File: config.mk
export PLATFORM = sky130hd
export DESIGN_NAME = bitmask_slot_allocator
export DESIGN_NICKNAME = d
export VERILOG_FILES = /design/src/rtl/bitmask_slot_allocator.sv
export SDC_FILE = /design/constraint.sdc
export NUM_CORES = 1
export LEC_CHECK = 0
export BUFFER_PORTS_ARGS = -buffer_cell sky130_fd_sc_hd__buf_2
export CORE_MARGIN = 2
export CORE_UTILIZATION = 40
export CTS_CLUSTER_DIAMETER = 120
export DETAILED_ROUTE_END_ITERATION = 8
export GPL_ROUTABILITY_DRIVEN = 0
export SKIP_LAST_GASP = 1
export SLEW_MARGIN = 15
export SYNTH_ARGS = -nofsm -noshare
export SYNTH_HDL_FRONTEND = slang
export SYNTH_SLANG_ARGS = --single-unit
File: constraint.sdc
create_clock -name clock -period 6.6 [get_ports clock]
set_input_delay 1.32 -clock clock [delete_from_list [all_inputs] [get_ports clock]]
set_output_delay 1.32 -clock clock [all_outputs]
set_load 0.005 [all_outputs]
File: src/rtl/bitmask_slot_allocator.sv
// bitmask_slot_allocator
// Registered allocator for WORD_WIDTH slots tracked as a busy bitmap.
// The lowest free slot is offered on a valid/ready handshake. Slots come back
// through a multi-hot free port. Each cycle the offer is rebuilt from the next
// busy bitmap: busy ^ (busy + 1) is the thermometer mask up to the rightmost 0
// bit, and masking it with ~busy leaves that 0 bit as a one-hot offer.
//
// Handshake: a slot is taken on a rising edge where alloc_valid && alloc_ready.
// alloc_ready has no effect while alloc_valid is low. While alloc_valid is high
// and alloc_ready is low, the offer may still move to a lower slot if one is
// freed. Consumers therefore sample the offer only on the cycle of the take.
module bitmask_slot_allocator #(
  parameter int                    WORD_WIDTH    = 8,
  parameter logic [WORD_WIDTH-1:0] RESERVED_MASK = '0,
  parameter int                    INDEX_WIDTH   = $clog2(WORD_WIDTH),
  parameter int                    COUNT_WIDTH   = $clog2(WORD_WIDTH + 1)
) (
  input  logic                   clock,
  input  logic                   clear_n,
  output logic                   alloc_valid,
  input  logic                   alloc_ready,
  output logic [WORD_WIDTH-1:0]  alloc_onehot,
  output logic [INDEX_WIDTH-1:0] alloc_index,
  output logic [WORD_WIDTH-1:0]  alloc_thermo,
  input  logic                   free_valid,
  input  logic [WORD_WIDTH-1:0]  free_mask,
  output logic [COUNT_WIDTH-1:0] free_count,
  output logic                   full,
  output logic                   free_error
);

  logic [WORD_WIDTH-1:0]  busy;
  logic                   take;
  logic [WORD_WIDTH-1:0]  good_free;
  logic                   bad_free;
  logic [WORD_WIDTH-1:0]  busy_next;
  logic [WORD_WIDTH-1:0]  thermo_next;
  logic [WORD_WIDTH-1:0]  onehot_next;
  logic                   has_free_next;
  logic [INDEX_WIDTH-1:0] index_next;
  logic [COUNT_WIDTH-1:0] count_next;

  // Next busy bitmap and the offer derived from it.
  // Reserved bits are never released and never offered. A slot is only freed
  // if it is busy now, so freeing the slot being taken this cycle counts as a
  // bad bit while the take still completes.
  always_comb begin
    take          = alloc_valid & alloc_ready;
    good_free     = free_valid ? (free_mask & busy & ~RESERVED_MASK) : '0;
    bad_free      = free_valid & (|(free_mask & (~busy | RESERVED_MASK)));
    busy_next     = (busy & ~good_free) | (take ? alloc_onehot : '0);
    thermo_next   = busy_next ^ (busy_next + WORD_WIDTH'(1));
    onehot_next   = thermo_next & ~busy_next;
    has_free_next = ~(&busy_next);
    index_next    = '0;
    count_next    = '0;
    for (int i = 0; i < WORD_WIDTH; i++) begin
      if (onehot_next[i]) index_next = index_next | INDEX_WIDTH'(i);
      if (!busy_next[i])  count_next = count_next + COUNT_WIDTH'(1);
    end
  end

  // Busy bitmap, offer registers, status and sticky error flag.
  always_ff @(posedge clock) begin
    if (!clear_n) begin
      busy         <= RESERVED_MASK;
      alloc_valid  <= 1'b0;
      alloc_onehot <= '0;
      alloc_index  <= '0;
      alloc_thermo <= '0;
      free_count   <= '0;
      full         <= 1'b1;
      free_error   <= 1'b0;
    end else begin
      busy         <= busy_next;
      alloc_valid  <= has_free_next;
      alloc_onehot <= onehot_next;
      alloc_index  <= index_next;
      alloc_thermo <= has_free_next ? thermo_next : '0;
      free_count   <= count_next;
      full         <= ~has_free_next;
      if (bad_free) free_error <= 1'b1;
    end
  end

endmodule

Word-level counts from Yosys, hierarchy flattened

Index checks and enable logic that the tools add are counted.

Input bits: 12
Logic and storage cells: 49
Register bits after elaboration: 34

Bitwise gates (word level): 13
Reduce and logical (&&, ||, !) cells: 3
Add/subtract/negate cells: 8
Mux-type cells: 17

Operator list:

| operator                                    | number |
|---|---|
| bitwise AND 8 bit                           | 4 |
| two-way mux 4 bit                           | 7 |
| adder 4 x 1 -> 4 bit, second input constant | 6 |
| NOT 8 bit                                   | 3 |
| two-way mux 8 bit                           | 2 |
| two-way mux 3 bit                           | 4 |
| adder 8 x 1 -> 8 bit, second input constant | 1 |
| bitwise OR 8 bit                            | 1 |
| AND reduction 8 bit                         | 1 |
| OR reduction 8 bit                          | 1 |
| bitwise XOR 8 bit                           | 1 |
| two-way mux 2 bit                           | 2 |
| adder 1 x 1 -> 2 bit, second input constant | 1 |
| bitwise AND 1 bit                           | 2 |
| two-way mux 1 bit                           | 2 |
| NOT 1 bit                                   | 2 |
| OR reduction 2 bit                          | 1 |

Depth between registers and ports, before layout

Depth after elaboration: 20
Mapped depth: 21
Gate-level depth less buffers: 20

Worst setup path after synthesis

OpenSTA, ideal clock, no wires.

Path kind: in2reg
From: input port alloc_ready
To: register free_count[2]
Arrival time: 4.965 ns
Library setup time: 0.072 ns
Path slack: 1.563 ns
Cell stages on the path: 21
Path buffers: 2
Cell sequence: and2_1 -> buf_2 -> a22oi_1 -> ha_1 -> clkbuf_8 -> nand2b_1 -> a211oi_1 -> o21ai_0 -> o21ai_0 -> ha_1 -> mux2i_1 -> a211o_1 -> a21oi_1 -> or2_2 -> ha_1 -> nand2b_1 -> o31a_2 -> ha_1 -> nand2_1 -> or2_2 -> a21oi_1

Cells in the longest elaborated chain, start to end: 18

Ends and longest elaborated chain:

| element              | line | source |
|---|---|---|
| from (decl)          | 21   | `input logic alloc_ready,` |
| bitwise AND 1 bit *  | 48   | `take = alloc_valid & alloc_ready;` |
| two-way mux 8 bit *  | 51   | `busy_next = (busy & ~good_free) \| (take ? alloc_onehot : '0);` |
| bitwise OR 8 bit *   | 51   |  |
| two-way mux 1 bit    | 59   | `if (!busy_next[i]) count_next = count_next + COUNT_WIDTH'(1);` |
| adder 1 x 1 -> 2 bit | 59   |  |
| two-way mux 4 bit    | 59   |  |
| adder 4 x 1 -> 4 bit | 59   |  |
| two-way mux 4 bit    | 59   |  |
| [2 not listed]       | --   |  |
| adder 4 x 1 -> 4 bit | 59   |  |
| two-way mux 4 bit    | 59   |  |
| adder 4 x 1 -> 4 bit | 59   |  |
| two-way mux 4 bit    | 59   |  |
| adder 4 x 1 -> 4 bit | 59   |  |
| two-way mux 4 bit    | 59   |  |
| adder 4 x 1 -> 4 bit | 59   |  |
| two-way mux 4 bit *  | 59   |  |
| to (signal assigned) | 80   | `free_count <= count_next;` |
| to (decl)            | 27   | `output logic [COUNT_WIDTH-1:0] free_count,` |

Mark *: on every way between the ends. The rest lies on a longest branch, timed or not.
A chain may end at the register's enable or synchronous reset.

Final worst setup path

Ends and elaborated chain as after synthesis.

==> flow_summary.ini <==
[synth]
syn-cell-area_sq_mm = 0.00199
synth_simple_gate_area_share_pct = 23.4
synth_xor_area_share_pct = 8.38
synth_top_family_by_area = simple AND/OR/NAND/NOR gates
synth_edf_count = 0
async_reset_ff_share_pct = 0
synth-adder-area-share_pct = 8.82
yosysSeqAreaShare_pct = 34.3
synth-seq-cells = 34
postSynthAreaPerCell_sq_um = 8.90
synthMuxAreaShare_pct = 2.02
syn-instance-count = 223
yosysWarningCount = 0
synth_compound_area_share_pct = 16.3
synthDistinctLibCells = 57
synth_ff_type = dfxtp_1
synth_nets = 249

[die]
initial_utilization_pct = 41.8
die_area_sq_mm = 0.00554
row_count = 25
io_pins = 38
die_w_microns = 74.5
core_sq_mm = 0.00475
die_h_microns = 74.5

[setup_path]
cp.arrival_ns = 5.46
cp-end-kind = flip-flop
cp-start-kind = input port
required_ns = 6.79
critical_path.max_fanout = 12
path_class = in -> reg

[timing]
fin_crit_sh_pct = 79.8
fmax_mhz = 190
final-hold-violation-count = 0
rsz0062_at_grt = no
relSlewSlack_pct = 41.5
fin_skew_ns = 0.0102
tightestPinTransition_ns = 0.877
final_max_slew_viol_count = 0
setup_violations = 0
fin_crit_ns = 5.27
setup_ws_ns = 1.33
fin_setup_tns_ns = 0

[power_and_ir_drop]
p_per_area_mw_per_mm2 = 209
vdd.ir_drop.worst_v = 0.000148
power_leakage_nw = 1.11

[outcome]
status = complete, no violations

[worst_hold_path]
hold_class = reg -> reg

[drt]
viasPerCell = 5.12
firstDrtPassIters = 4
via_count = 1679
dr.first_iter.drc_count = 105
ant_nets = 0
drc = 0
wl_mm = 4.67
avgRoutedWirePerCell_microns = 14.2

[placed_design]
dp_hpwl_mm = 3.60
numPortBuffers = 37
pre_cts_slack_ns = 1.11

[layout]
finish.net_count = 286
syn_to_final_growth_pct = 15.1
drive_above_1_share_pct = 24.9
diodes = 0

[cts]
root_buffer = clkbuf_8
cts_max_level = 2
insertion_delay_ns = 0.28
post_cts_resized = 0
cts-buffers-inserted = 5
clkSlewWorstSetupHoldPaths_ns = 0.07
cts_buffer_depth = 2
cts_num_sinks = 34
cts_hold_buf = 0
cts_tree = yes
cts_setup_buffers = 0

[grt]
grt_antenna_before_repair = 0
grt_pass1_wl_mm = 7.80
grt_overflow_total = 0
grt_max_degree = 19
grtUsageTotal_pct = 18.6
grt_pass1_vias = 1580

[run]
cap_viol_max_count = 0
## sequential cells by signal (all words and copies together), names as in the netlist
| signal | count |
|---|---|
| alloc_onehot | 8 |
| free_error | 1 |
| full | 1 |
| free_count | 4 |
| busy | 8 |
| alloc_thermo | 8 |
| alloc_valid | 1 |
| alloc_index | 3 |
## cells by family (layout without fill, tap and decap cells)
kind of cell	count (synthesis)	after routing
flops	34	34
fa+ha+maj	14	14
simple gates	90	90
mux	4	4
buf+inv	25	63
compound gates	41	41
xor+xnor	15	15
## final timing paths
path	start	end	cells after the start	slack [ns]
setup / recovery	alloc_ready	free_count[2]	20	1.33
hold / removal	free_error	free_error	2	0.46
setup reg to reg	alloc_valid	free_count[2]	19	2.09
hold reg to reg	free_error	free_error	2	0.46
## cell usage after synthesis, drive strengths merged (6+ instances only)
master  number  share of area (%)
dfxtp       34                 34
xnor2       12                5.7
inv         17                3.3
ha          14                8.8
a21oi        6                1.5
nand3        8                2.0
a22oi        6                2.5
nand2       16                3.0
and2        11                3.6
nor2        28                5.7
## layout by cell type, fill, tap and decap left out, types with 4 or more instances in the layout
cell type	netlist	routed
ha_1	14	14
inv_1	16	16
buf_2	2	37
nand2b_1	5	5
dfxtp_1	34	34
o22ai_1	5	5
nand2_1	16	16
xnor2_1	11	11
a22oi_1	5	5
clkbuf_8	2	6
nor2_1	25	25
and2_1	10	10
nor3_1	5	5
o21ai_0	5	5
mux2i_1	4	4
nand3_1	8	8
a21oi_1	6	6
## layout make-up
type                       count  area, sq um
timing repair buffer          37          185
fill                         483         2470
inverter                      18         70.1
clock inverter                 2         12.5
sequential                    34          681
tap                           67         83.8
clock buffer                   6         82.6
multi-input combinational    164         1170
## power by group
group          switching [mW]  internal [mW]
clock network          0.0770         0.0839
logic                  0.0499         0.0485
registers             0.00354          0.215
## critical path, stage by stage
cell and delay, ns:
buf_2 0.13, and2_1 0.21, a22oi_1 0.50, ha_1 0.47
nand2b_1 0.20, a211oi_1 0.27, o21ai_0 0.11, o21ai_0 0.15
ha_1 0.29, mux2i_1 0.14, a211o_1 0.12, a21oi_1 0.09
or2_2 0.30, ha_1 0.27, nand2b_1 0.09, o31a_2 0.18
ha_1 0.15, nand2_1 0.06, or2_2 0.30, a21oi_1 0.12
## per-stage QoR
stage	hold WS, ns	total power, mW	cells	cell area [sq um]	utilization, %
after floorplan	0.460	0.298	223	1990	-
after global placement	0.452	0.321	320	2190	46.1
after detailed placement	0.453	0.320	320	2190	46.1
after CTS	0.470	0.479	328	2290	48.1
after global routing	0.537	0.501	328	2290	48.1
final	0.461	0.477	328	2290	48.1
## layer usage
metal	GRT usage, %	wire length [microns]
met3	4.07	270
met5	0	0
met2	28.5	2040
met1	26.3	2300
met4	5.36	66
Note: power is estimated with default switching activity, not from simulation.
